===== config.mk =====
export PLATFORM = sky130hd
export DESIGN_NAME = rr_arbiter8_flat
export DESIGN_NICKNAME = d
export VERILOG_FILES = /design/src/rtl/rr_arbiter8_pkg.sv /design/src/rtl/rr_arbiter8_if.sv /design/src/rtl/rr_arbiter8_decoder3_8.sv /design/src/rtl/rr_arbiter8.sv /design/src/flat_wrapper.sv
export SDC_FILE = /design/constraint.sdc
export NUM_CORES = 1
export LEC_CHECK = 0
export CAP_MARGIN = 10
export CORE_MARGIN = 5
export CORE_UTILIZATION = 30
export CTS_BUF_LIST = sky130_fd_sc_hd__clkbuf_4 sky130_fd_sc_hd__clkbuf_8
export CTS_CLUSTER_DIAMETER = 100
export CTS_CLUSTER_SIZE = 14
export DETAILED_ROUTE_END_ITERATION = 6
export MAX_ROUTING_LAYER = met4
export PLACE_DENSITY_LB_ADDON = 0.15
export SLEW_MARGIN = 10
export SYNTH_ARGS = -nofsm -noshare
export SYNTH_HDL_FRONTEND = slang
export SYNTH_SLANG_ARGS = --single-unit
export TNS_END_PERCENT = 5

===== constraint.sdc =====
create_clock -name clk -period 2.9 [get_ports clk]
set_input_delay 0.58 -clock clk [delete_from_list [all_inputs] [get_ports clk]]
set_output_delay 0.58 -clock clk [all_outputs]
set_load 0.02 [all_outputs]

===== src/rtl/rr_arbiter8_pkg.sv =====
// Shared types, sizes and the round-robin pick function for the 8-way arbiter.
package arb_pkg;

    localparam int N_REQ = 8;
    localparam int IDX_W = 3;

    typedef enum logic {
        IDLE  = 1'b0,
        GRANT = 1'b1
    } arb_state_t;

    // Rotate so that ptr lands on bit 0, then take the lowest set bit and undo the rotation.
    function automatic logic [IDX_W-1:0] rr_pick(input logic [N_REQ-1:0] req,
                                                 input logic [IDX_W-1:0] ptr);
        logic [2*N_REQ-1:0] dbl;
        logic [N_REQ-1:0]   rot;
        logic [IDX_W-1:0]   off;
        dbl = {req, req} >> ptr;
        rot = dbl[N_REQ-1:0];
        off = {IDX_W{1'b0}};
        for (int i = N_REQ - 1; i >= 0; i--) begin
            if (rot[i]) begin
                off = IDX_W'(i);
            end else begin
                off = off;
            end
        end
        return ptr + off;
    endfunction

endpackage


===== src/rtl/rr_arbiter8_if.sv =====
// Requester/resource-side bundle of the 8-way arbiter.
interface rr_arbiter8_if;
    import arb_pkg::*;

    logic [N_REQ-1:0] req;
    logic             done;
    logic [N_REQ-1:0] gnt;
    logic [IDX_W-1:0] gnt_idx;
    logic             gnt_valid;
    logic             timeout;

    modport master (
        output req, done,
        input  gnt, gnt_idx, gnt_valid, timeout
    );

    modport slave (
        input  req, done,
        output gnt, gnt_idx, gnt_valid, timeout
    );
endinterface


===== src/rtl/rr_arbiter8_decoder3_8.sv =====
// 3-to-8 one-hot decoder with enable; output is all-zero when disabled.
module decoder3_8 (
    input  logic       en,
    input  logic [2:0] a,
    output logic [7:0] y
);

    // Enabled one-hot decode of the 3-bit index.
    always_comb begin
        y = 8'h00;
        if (en) begin
            y[a] = 1'b1;
        end else begin
            y = 8'h00;
        end
    end

endmodule


===== src/rtl/rr_arbiter8.sv =====
// Round-robin arbiter for 8 requesters; a grant is held until done, owner
// abandonment, or MAX_HOLD cycles of tenure (0 disables the limit).
module rr_arbiter8
    import arb_pkg::*;
#(
    parameter int MAX_HOLD = 16
) (
    input  logic         clk,
    input  logic         rst,
    rr_arbiter8_if.slave bus
);

    localparam int                CNT_W    = (MAX_HOLD < 1) ? 1 : $clog2(MAX_HOLD + 1);
    localparam logic              TO_EN    = (MAX_HOLD != 0);
    localparam logic [CNT_W-1:0]  HOLD_LIM = CNT_W'(MAX_HOLD);

    arb_state_t       r_state;
    logic [IDX_W-1:0] r_ptr;
    logic [IDX_W-1:0] r_gnt_idx;
    logic             r_gnt_valid;
    logic [CNT_W-1:0] r_hold_cnt;
    logic             r_timeout;

    logic             w_rel_done;
    logic             w_rel_aband;
    logic             w_rel_to;
    logic             w_release;
    logic [N_REQ-1:0] w_gnt;

    assign w_rel_done  = bus.done;
    assign w_rel_aband = ~bus.req[r_gnt_idx];
    assign w_rel_to    = TO_EN && (r_hold_cnt == HOLD_LIM);
    assign w_release   = w_rel_done | w_rel_aband | w_rel_to;

    // Arbitration state machine with registered grant and timeout pulse.
    always_ff @(posedge clk) begin
        if (rst) begin
            r_state     <= IDLE;
            r_ptr       <= {IDX_W{1'b0}};
            r_gnt_idx   <= {IDX_W{1'b0}};
            r_gnt_valid <= 1'b0;
            r_hold_cnt  <= {CNT_W{1'b0}};
            r_timeout   <= 1'b0;
        end else begin
            case (r_state)
                IDLE: begin
                    r_timeout <= 1'b0;
                    if (bus.req != {N_REQ{1'b0}}) begin
                        r_gnt_idx   <= rr_pick(bus.req, r_ptr);
                        r_gnt_valid <= 1'b1;
                        r_hold_cnt  <= CNT_W'(1);
                        r_state     <= GRANT;
                    end else begin
                        r_state     <= IDLE;
                    end
                end
                GRANT: begin
                    if (w_release) begin
                        r_gnt_valid <= 1'b0;
                        r_ptr       <= r_gnt_idx + 3'd1;
                        r_state     <= IDLE;
                        // Pulse only when the tenure limit alone forced the release.
                        r_timeout   <= w_rel_to & ~w_rel_done & ~w_rel_aband;
                    end else begin
                        r_timeout   <= 1'b0;
                        if (r_hold_cnt != {CNT_W{1'b1}}) begin
                            r_hold_cnt <= r_hold_cnt + CNT_W'(1);
                        end else begin
                            r_hold_cnt <= r_hold_cnt;
                        end
                    end
                end
                default: begin
                    r_state     <= IDLE;
                    r_gnt_valid <= 1'b0;
                    r_timeout   <= 1'b0;
                end
            endcase
        end
    end

    decoder3_8 u_dec (
        .en (r_gnt_valid),
        .a  (r_gnt_idx),
        .y  (w_gnt)
    );

    assign bus.gnt       = w_gnt;
    assign bus.gnt_idx   = r_gnt_idx;
    assign bus.gnt_valid = r_gnt_valid;
    assign bus.timeout   = r_timeout;

endmodule


===== src/flat_wrapper.sv =====
// flat-port wrapper written by rule: the top's interface ports become plain ports
module rr_arbiter8_flat import arb_pkg::*;
#(
    parameter int MAX_HOLD = 16
)
  (clk, rst, bus_req, bus_done, bus_gnt, bus_gnt_idx, bus_gnt_valid, bus_timeout);
  rr_arbiter8_if bus_i ();
  input  logic clk;
  input  logic rst;
  input wire logic [$bits(bus_i.req)-1:0] bus_req;
  input wire logic [$bits(bus_i.done)-1:0] bus_done;
  output wire logic [$bits(bus_i.gnt)-1:0] bus_gnt;
  output wire logic [$bits(bus_i.gnt_idx)-1:0] bus_gnt_idx;
  output wire logic [$bits(bus_i.gnt_valid)-1:0] bus_gnt_valid;
  output wire logic [$bits(bus_i.timeout)-1:0] bus_timeout;
  assign bus_i.req = bus_req;
  assign bus_i.done = bus_done;
  assign bus_gnt = bus_i.gnt;
  assign bus_gnt_idx = bus_i.gnt_idx;
  assign bus_gnt_valid = bus_i.gnt_valid;
  assign bus_timeout = bus_i.timeout;
  rr_arbiter8 #(.MAX_HOLD(MAX_HOLD)) u_core (.clk(clk), .rst(rst), .bus(bus_i));
endmodule

==> results_dict.tcl <==
set metrics [dict create \
    final_nets 228 \
    final.setup_skew_ns 0.00385 \
    synth_nets 175 \
    clkSlewWorstSetupHoldPaths_ns 0.06 \
    clockBufferDepth 2 \
    utilization 0.453 \
    seq_area_frac_synth 0.189 \
    critical_path_class "in -> reg" \
    r2r_slack_ns 0.09 \
    die_h_um 80.3 \
    gp_congestion 0.780 \
    period_share 0.978 \
    holdWs_ns 0.502 \
    cp_max_fo 3 \
    synth_top_family_by_area "multiplexers" \
    status "complete, no violations" \
    cts_tree "built" \
    cts_buffers 3 \
    cts-hold-fix-buffers 0 \
    wirelength_um 4380 \
    grt_pass1_vias 1512 \
    fmax_mhz 353 \
    post_drt_wl_per_cell_um 15.8 \
    endpoint_kind "flop" \
    die_area_um2 6440 \
    p_leak_nw 0.870 \
    design.core.area_um2 4750 \
    syn_area_um2 1480 \
    clockRootBuffer "clkbuf_8" \
    vias_per_cell 5.24 \
    antenna_found_initial 0 \
    peakVddDrop_v 0.000298 \
    antenna_cells 0 \
    grt-busiest-layer "met2" \
    ys_ff_latch 14 \
    synthMuxAreaShare 0.337 \
    synth_edf_count 0 \
    clock-sinks 14 \
    cp_data_required_time_ns 3.03 \
    start_kind "input port" \
    dp_cells 269 \
    grt_pass1_wl_um 7210 \
    antenna_left 0 \
    grt.total_usage 0.144 \
    final-setup-viol-count 0 \
    grt_max_degree 14 \
    power.density_nw_per_um2 488 \
    layout-drive-gt1-share 0.410 \
    synth-simple-area-share 0.192 \
    clk_latency_ns 0.25 \
    crit_slowest_cell "mux4_2" \
    synthAdderAreaFrac 0.0557 \
    fin_ws_ns 0.0649 \
    async_reset_ff_frac 0 \
    row_count 25 \
    start_util 0.312 \
    grtUsageMet2 0.257 \
    synth_cells 158 \
    fp.dieW_um 80.3 \
    tightest_slew_ns 0.570 \
    numPortBuffers 23 \
    min_period_ns 2.84 \
    pre_cts_slack_ns -0.589 \
    areaGrowthSynthToFinish_pct 45.3 \
    drtIter0Drc 62 \
    dpl.hpwl_um 3280 \
    drtPass1Iterations 4 \
    synthFlopType "dfxtp_1" \
    grt_util_met3 0.0269 \
    ios 24 \
    cp_slowest_stage_delay_ns 0.48 \
    post-route-drc-count 0 \
    synth-xor-area-share 0.0118 \
    hold_path.class "reg -> reg" \
    avgSynthCellArea_um2 9.38 \
    synth_cell_type_count 42 \
    synth_compound_area_frac 0.146 \
    maxCapViolations 0 \
    final_cells 277 \
    relSlewSlack 0.615 \
    htree_levels 1 \
    num_vias 1452 \
    gr-usage-met1 0.165 \
    yosys_warnings 0 \
    grt-ovfl-total 0 \
    path_cells "buf_2 -> mux4_2 -> nor2b_4 -> nor3_4 -> a21oi_2 -> o31ai_2 -> ha_2 -> inv_2 -> fa_2 -> xnor2_2 -> nand2_2 -> a2111oi_4 -> a211oi_2" \
    report.final.slew_viol_count 0 \
    finalHoldViolations 0 \
    worstPathArrival_ns 2.97 \
    setup-tns-final_ns 0 \
]
-- cells by family after synthesis --
group | count (synthesis)
xor gates and xnor gates | 2
DFF | 14
adders and majority gates | 6
AOI/OAI and AO/OA | 30
buffers and inverters | 23
and+or+nand+nor | 56
muxes | 27
-- cell usage after synthesis, types with 2 or more instances --
cell type / number / area (µm²)
o21a_1: 3 / 22.5
nand4_1: 2 / 12.5
mux4_1: 6 / 158
nor2b_1: 5 / 31.3
inv_1: 12 / 45.0
o21bai_1: 2 / 15.0
mux2_2: 2 / 22.5
nand2_1: 8 / 30.0
ha_1: 5 / 62.6
nor3_1: 4 / 20.0
clkbuf_1: 5 / 18.8
mux4_2: 10 / 225
a2111oi_0: 2 / 17.5
a21oi_1: 9 / 45.0
a211oi_1: 7 / 52.6
nor2_1: 26 / 97.6
buf_2: 4 / 20.0
nand2b_1: 2 / 12.5
mux2i_1: 8 / 80.1
dfxtp_1: 14 / 280
-- per-stage QoR --
stage | area (µm²) | power (mW)
6_report | 2150 | 1.05
4_1_cts | 2070 | 1.00
3_3_place_gp | 1990 | 0.767
2_1_floorplan | 1490 | 0.589
5_1_grt | 2150 | 1.12
3_5_place_dp | 1990 | 0.777
-- cell usage in the layout, fill, tap and decap left out, types with 2 or more instances in the layout --
cell             count
clkdlybuf4s50_1     15
o21a_1               3
a21oi_2              3
buf_6                5
a21oi_1              6
a211oi_1             5
a211oi_2             2
ha_1                 4
inv_2                2
mux4_2              12
nand2b_1             2
clkbuf_8             4
clkbuf_2             4
nor2_1              26
o21bai_1             2
nor3_1               3
mux4_1               4
buf_4               32
nand2_1              7
mux2i_1              7
o31ai_2              2
nand4_1              2
nor2b_1              3
inv_1               10
dfxtp_1             12
mux2i_2              2
-- power breakdown --
group          total (mW)  internal, mW  leakage (nW)  switching, mW
Combinational       0.588         0.311         0.726          0.277
Clock               0.197         0.121        0.0288         0.0769
Sequential          0.264         0.218         0.116         0.0465
Total                1.05         0.650         0.870          0.400
-- registers in the layout, summed over array words and instances (netlist names) --
| name | cells |
|---|---|
| u_core.r_hold_cnt | 5 |
| u_core.bus.gnt_idx | 3 |
| u_core.r_ptr | 3 |
| u_core.bus.gnt_valid | 1 |
| u_core.bus.timeout | 1 |
| u_core.r_state | 1 |
-- per-layer routing --
| metal | share of wire | up-vias |
|---|---|---|
| met5 | 0 | - |
| met4 | 0.014 | 0 |
| met3 | 0.030 | 6 |
| met2 | 0.53 | 29 |
| met1 | 0.43 | 716 |
| li1 | - | 701 |
-- final cells by class --
cell class / instances / area (µm²)
flip-flops and latches: 14 / 285
clock buffers: 4 / 55.1
fillers: 455 / 2600
well taps: 67 / 83.8
multi-input cells: 121 / 1190
inverters: 13 / 51.3
repair buffers: 58 / 482
-- what timing repair did --
| action | 4_1_cts | 5_1_grt |
|---|---|---|
| buffers inserted | 3 | 2 |
| pin swaps | 9 | 11 |
| gates resized for setup | 30 | 27 |
| endpoints found under the setup margin | 2 | 1 |
-- critical path, delay by kind of cell --
| family | cells | cell delay (ns) |
|---|---|---|
| compound gates | 4 | 0.60 |
| fa+ha+maj | 2 | 0.56 |
| mux | 1 | 0.48 |
| simple gates | 3 | 0.42 |
| xor+xnor | 1 | 0.19 |
| buf+inv | 2 | 0.15 |
-- final timing paths --
check / endpoint / cells after the start / start
max: u_core.bus.gnt_idx[2] / 13 / bus_req[2]
min: u_core.r_hold_cnt[2] / 2 / u_core.r_hold_cnt[2]
min reg2reg: u_core.r_hold_cnt[2] / 2 / u_core.r_hold_cnt[2]
max reg2reg: u_core.bus.gnt_idx[2] / 12 / u_core.r_ptr[0]
(Power assumes the default switching activity.)
